[src/rtl/id_stage_params.sv]
// Shared types for the ID stage interfaces.
// ID reports taken branches/jumps back to IF on IDToIFBranchBusData.
// The taken flag is a one-cycle pulse per resolved branch.
package id_stage_params;

  typedef struct packed {
    logic        taken;
    logic [31:0] target;
  } IDToIFBranchBusData;

endpackage

[src/rtl/if_stage_params.sv]
// Constants and the IF->ID bus type for the fetch stage.
// The vectors are the default fetch targets after reset and exceptions.
// EXC_CODE_ADEL is the code reported for misaligned fetch addresses.
package if_stage_params;

  localparam logic [31:0] IF_RESET_VECTOR     = 32'hBFC0_0000;
  localparam logic [31:0] IF_EXCEPTION_VECTOR = 32'hBFC0_0380;
  localparam logic [4:0]  EXC_CODE_ADEL       = 5'h04;

  typedef struct packed {
    logic        valid;
    logic [31:0] program_count;
    logic [31:0] instruction;
    logic        exception_valid;
    logic [4:0]  exception_code;
    logic        is_address_fault;
    logic [31:0] badvaddr_value;
  } IFToIDInstructionBusData;

endpackage

[src/rtl/wb_stage_params.sv]
// Shared types for the WB stage interfaces.
// WB signals pipeline flushes: an exception redirect or an ERET return.
// Either bit set means every younger stage discards its contents.
package wb_stage_params;

  typedef struct packed {
    logic exception_valid;
    logic eret_flush;
  } WBExceptionBus;

endpackage

[src/rtl/if_stage.sv]
// Purpose: MIPS instruction fetch - PC, SRAM request, branch/flush redirect, AdEL tagging.
// Latency: fetch issued in cycle N is presented to ID in cycle N+1.
// Backpressure: !id_allow_in holds PC/output and stops requests; SRAM data is buffered on stall.
module if_stage
  import if_stage_params::*;
  import id_stage_params::*;
  import wb_stage_params::*;
#(
  parameter logic [31:0] RESET_VECTOR     = IF_RESET_VECTOR,
  parameter logic [31:0] EXCEPTION_VECTOR = IF_EXCEPTION_VECTOR
) (
  input  logic                    clock,
  input  logic                    reset_n,
  input  logic                    id_allow_in,
  input  IDToIFBranchBusData      branch_bus,
  input  WBExceptionBus           wb_exception_bus,
  input  logic [31:0]             cp0_epc,
  output IFToIDInstructionBusData if_to_id_bus,
  output logic                    inst_sram_en,
  output logic [31:0]             inst_sram_addr,
  input  logic [31:0]             inst_sram_rdata
);

  logic [31:0] pc_q, pc_d;
  logic        if_valid_q, if_valid_d;
  logic        fault_q, fault_d;
  logic [31:0] buf_q, buf_d;
  logic        buf_vld_q, buf_vld_d;
  logic        pend_q, pend_d;
  logic [31:0] pend_tgt_q, pend_tgt_d;
  logic        fetched_q;

  logic        flush;
  logic        if_allow_in;
  logic        issue;
  logic        use_branch;
  logic [31:0] br_target;
  logic [31:0] next_pc;
  logic        misaligned;

  assign flush       = wb_exception_bus.exception_valid || wb_exception_bus.eret_flush;
  assign if_allow_in = !if_valid_q || id_allow_in;
  // A flush forces a fetch even while ID is stalled.
  assign issue       = reset_n && (flush || if_allow_in);
  // A valid IF entry while a branch is known is the delay slot; the fetch that
  // replaces it goes to the target. A same-cycle pulse is used directly so a
  // taken branch costs no bubble.
  assign use_branch  = if_valid_q && (pend_q || branch_bus.taken);
  assign br_target   = pend_q ? pend_tgt_q : branch_bus.target;
  assign misaligned  = |next_pc[1:0];

  assign inst_sram_en   = issue && !misaligned;
  assign inst_sram_addr = {next_pc[31:2], 2'b00};

  // Next-PC select: ERET over exception over branch over sequential.
  always_comb begin
    next_pc = pc_q + 32'd4;
    if (wb_exception_bus.eret_flush) begin
      next_pc = cp0_epc;
    end else if (wb_exception_bus.exception_valid) begin
      next_pc = EXCEPTION_VECTOR;
    end else if (use_branch) begin
      next_pc = br_target;
    end
  end

  // Entry, pending-branch and stall-buffer next state.
  always_comb begin
    pc_d       = pc_q;
    if_valid_d = if_valid_q;
    fault_d    = fault_q;
    pend_d     = pend_q;
    pend_tgt_d = pend_tgt_q;
    buf_d      = buf_q;
    buf_vld_d  = buf_vld_q;

    if (issue) begin
      pc_d       = next_pc;
      if_valid_d = 1'b1;
      fault_d    = misaligned;
    end

    // A flush drops any branch seen this cycle or earlier.
    if (flush) begin
      pend_d = 1'b0;
    end else if (issue && use_branch) begin
      pend_d = 1'b0;
    end else if (branch_bus.taken) begin
      pend_d     = 1'b1;
      pend_tgt_d = branch_bus.target;
    end

    // SRAM data is only on the bus the cycle after the request; hold it if ID stalls then.
    if (flush || issue) begin
      buf_vld_d = 1'b0;
    end else if (fetched_q && if_valid_q && !id_allow_in && !buf_vld_q) begin
      buf_vld_d = 1'b1;
      buf_d     = inst_sram_rdata;
    end
  end

  // State registers with synchronous active-low reset.
  always_ff @(posedge clock) begin
    if (!reset_n) begin
      pc_q       <= RESET_VECTOR - 32'd4;
      if_valid_q <= 1'b0;
      fault_q    <= 1'b0;
      pend_q     <= 1'b0;
      pend_tgt_q <= 32'd0;
      buf_q      <= 32'd0;
      buf_vld_q  <= 1'b0;
      fetched_q  <= 1'b0;
    end else begin
      pc_q       <= pc_d;
      if_valid_q <= if_valid_d;
      fault_q    <= fault_d;
      pend_q     <= pend_d;
      pend_tgt_q <= pend_tgt_d;
      buf_q      <= buf_d;
      buf_vld_q  <= buf_vld_d;
      fetched_q  <= inst_sram_en;
    end
  end

  // Output bus; a faulted entry carries no instruction word.
  always_comb begin
    if_to_id_bus                  = '0;
    if_to_id_bus.valid            = if_valid_q && !flush;
    if_to_id_bus.program_count    = pc_q;
    if_to_id_bus.exception_valid  = fault_q;
    if_to_id_bus.is_address_fault = fault_q;
    if (fault_q) begin
      if_to_id_bus.exception_code = EXC_CODE_ADEL;
      if_to_id_bus.badvaddr_value = pc_q;
    end else begin
      if_to_id_bus.instruction = buf_vld_q ? buf_q : inst_sram_rdata;
    end
  end

endmodule

[config.mk]
export PLATFORM = sky130hd
export DESIGN_NAME = if_stage
export DESIGN_NICKNAME = d
export VERILOG_FILES = /design/src/rtl/id_stage_params.sv /design/src/rtl/if_stage_params.sv /design/src/rtl/wb_stage_params.sv /design/src/rtl/if_stage.sv
export SDC_FILE = /design/constraint.sdc
export NUM_CORES = 1
export LEC_CHECK = 0
export BUFFER_PORTS_ARGS = -buffer_cell sky130_fd_sc_hd__buf_4
export CORE_MARGIN = 3
export CORE_UTILIZATION = 51
export CTS_CLUSTER_SIZE = 24
export DETAILED_ROUTE_END_ITERATION = 8
export MAX_ROUTING_LAYER = met4
export PLACE_DENSITY = 0.82
export SETUP_SLACK_MARGIN = 0.1
export SLEW_MARGIN = 25
export SYNTH_ARGS = -nofsm -noshare
export SYNTH_HDL_FRONTEND = slang
export SYNTH_SLANG_ARGS = --single-unit
[constraint.sdc]
create_clock -name clock -period 2.6 [get_ports clock]
set_input_delay 0.26 -clock clock [delete_from_list [all_inputs] [get_ports clock]]
set_output_delay 0.26 -clock clock [all_outputs]
set_load 0.02 [all_outputs]
==> impl_metrics.csv <==
group,metric,value,unit
logic_synthesis,synth_area_leaders,"dfxtp_1 (30%), nand2_1 (10%), mux2i_1 (9.0%)",
layout,final_util,68.4,%
critical_path,crit_fanout,7,
logic_synthesis,ys_seq_area_share,30.3,%
grt,grtUsageTotal,27.9,%
timing,rsz0062_at_grt,"yes",
power,p_leak,0.00351,uW
critical_path,ff2ff_path_depth,6,
clock_network,cts_buffer_depth,2,
timing,setup_tns,0,ps
place,place_hpwl,15300,um
hold_path,whs_path_depth,3,
critical_path,crit_chain,"nand4_4, or4_4, o31a_1, o31a_1, buf_4",
clock_network,postCtsHoldBufs,0,
critical_path,cp-end-kind,"output pin",
layout,drive_gt1_share,31.0,%
die,rows,41,
critical_path,path_class,"register to output pin",
die,die-area,0.0145,mm2
logic_synthesis,synth_commonest_cells,"nand2_1 (185), dfxtp_1 (101), nor2_1 (63), mux2i_1 (60), a21boi_0 (59)",
detailed_routing,wl_per_cell,16.9,um
job,maxCapViolCount,0,
timing,period_needed,2480,ps
critical_path,crit_path_top_delay_cell,"or4_4",
clock_network,numCtsBuffers,9,
timing,holdWs,167,ps
clock_network,cts_tree,"yes",
critical_path,path_depth,5,
grt,grt_antenna_before_repair,0,
timing,relSlewSlack,58.1,%
logic_synthesis,synth_edf_count,0,
logic_synthesis,yosys.cell_count.top_type,"nand2_1",
layout,n_fill_cell,1101,
detailed_routing,drt_iter0_drc,745,
logic_synthesis,synth.cell_area,0.00667,mm2
grt,grt_pass1_wl,31700,um
die,die-height,120,um
status,status,"complete, no violations",
grt,grt_pass1_vias,6171,
clock_network,cts_sinks,101,
critical_path,arrival,2220,ps
power,ir_worst_vdd,318,uV
logic_synthesis,syn-mean-instance-area,7.58,um2
power,p_per_area,507,mW/mm2
clock_network,path_clk_slew,70,ps
logic_synthesis,synth_top_area_share,30.3,%
timing,finClkSkew,7.33,ps
detailed_routing,finalWirelength,20800,um
place,portBuffers,232,
critical_path,cp_slowest_stage_delay,540,ps
logic_synthesis,yosysWarnings,0,
detailed_routing,drc,0,
grt,grt-ovfl-total,0,
critical_path,critical_path.most_common_cell,"o31a_1",
logic_synthesis,synth_cell_type_count,67,
critical_path,crit_family,"simple AND/OR/NAND/NOR gates",
detailed_routing,viasPerCell,5.62,
timing,clock.fmax,404,MHz
critical_path,cp.buffers_inverters,1,
logic_synthesis,netlist_instances,880,
logic_synthesis,synth_ff_type,"dfxtp_1",
place,dp_slack,294,ps
clock_network,worst_skew_pair.late_latency,350,ps
detailed_routing,antenna_left,0,
logic_synthesis,async_reset_ff_share,0,%
timing,finalHoldViolCount,0,
timing,worst_pin_slew,628,ps
die,initial_core_util,52.4,%
place,place.gp.congestion,0.936,
timing,worst_slack,123,ps
detailed_routing,vias,6919,
timing,maxSlewViolCount,0,
critical_path,crit_required,2340,ps
clock_network,htreeDepth,3,
hold_path,hold_path_class,"input pin to register",
layout,num_antenna_cells,0,
clock_network,root_buffer,"clkbuf_16",
critical_path,cp-start-kind,"register",
die,core_area,0.0127,mm2
layout,area_growth,30.5,%
logic_synthesis,synth_top_cell_by_area,"dfxtp_1",
detailed_routing,dr.pass1.iters,5,
timing,fin_crit_sh,95.3,%
logic_synthesis,ys_ff_latch,101,
layout,nNetsFinal,1157,
timing,setup_viol_count_final,0,
die,io_pins,239,
die,die_x,120,um
grt,grt_max_degree,48,
-- worst min-delay path: stages --
cell and delay (ps):
buf_4 110, nand2_1 50, a21boi_1 50
-- cells in the final DEF (no fill, tap or decap), types with 6 or more instances in the layout --
master / n
buf_4: 261
nand2_1: 185
dfxtp_1: 80
nor2_1: 62
mux2i_1: 60
a21boi_0: 59
a21oi_1: 40
o21ai_0: 35
and2_1: 34
nand3_1: 21
dfxtp_2: 16
nand4_1: 14
xnor2_1: 14
o21a_1: 9
clkbuf_16: 9
nand2b_1: 8
inv_1: 8
xor2_1: 7
nand3b_1: 7
o31a_1: 6
a21boi_1: 6
conb_1: 6
-- logic make-up (layout without fill, tap and decap cells) --
logic type	after synthesis	after routing	synth area share, %
adders and majority gates	1	1	0.188
other	1	6	0.0562
muxes	61	61	9.18
DFF	101	101	30.3
and+or+nand+nor	383	383	27.9
buffers and inverters	113	287	9.31
AOI/OAI and AO/OA	199	199	20.3
xor gates and xnor gates	21	21	2.76
-- metrics by stage --
stage / total power (uW) / cells / cell area, um2
2_1_floorplan: 2530 / 885 / 6690
6_report: 4420 / 1231 / 8700
3_3_place_gp: 3020 / 1213 / 8300
3_5_place_dp: 3030 / 1213 / 8300
4_1_cts: 4410 / 1231 / 8650
5_1_grt: 4590 / 1231 / 8700
-- flip-flops by register name, indices dropped and copies added (netlist names) --
register,cells
buf_q,32
pc_q,32
pend_tgt_q,32
buf_vld_q,1
fault_q,1
fetched_q,1
if_valid_q,1
pend_q,1
-- where the power goes --
group | total (uW) | switching, uW | internal, uW
sequential | 1720 | 101 | 1620
clock | 1380 | 605 | 775
combinational | 1320 | 736 | 580
total | 4420 | 1440 | 2970
-- routing by layer --
| layer | vias up | global-route usage, % | routed length (um) |
|---|---|---|---|
| met5 | - | - | 0 |
| met4 | 0 | 8.64 | 425 |
| met3 | 27 | 4.44 | 1750 |
| met2 | 323 | 41.7 | 9420 |
| met1 | 3228 | 39.1 | 9210 |
| li1 | 3341 | - | - |
-- layout make-up --
cell class              instances  area (um2)  area share, %
multi-input cells             671        4100           47.1
clock inverters                 5        58.8          0.676
flip-flops and latches        101        2060           23.7
well taps                     172         215           2.47
clock buffers                  11         243           2.79
inverters                       8        30.0          0.345
repair buffers                263        2000           23.0
-- what timing repair did --
| item | in CTS | in global routing |
|---|---|---|
| pin swaps | 4 | 2 |
| setup buffers | 2 | 0 |
| setup endpoints to repair | 14 | 15 |
| cloned | 0 | 0 |
| resized for setup | 13 | 19 |
-- worst paths after layout --
check / startpoint / end / slack (ps)
worst min-delay path: inst_sram_rdata[25] / buf_q[25]$_SDFFE_PN0P_ / 170
worst max-delay path: pc_q[9]$_SDFFE_PN1P_ / inst_sram_addr[28] / 120
worst min register to register: buf_q[26]$_SDFFE_PN0P_ / buf_q[26]$_SDFFE_PN0P_ / 450
worst max register to register: if_valid_q$_SDFFE_PN0P_ / pc_q[14]$_SDFFE_PN1P_ / 600
No activity file was read; power rests on OpenSTA's default activity.
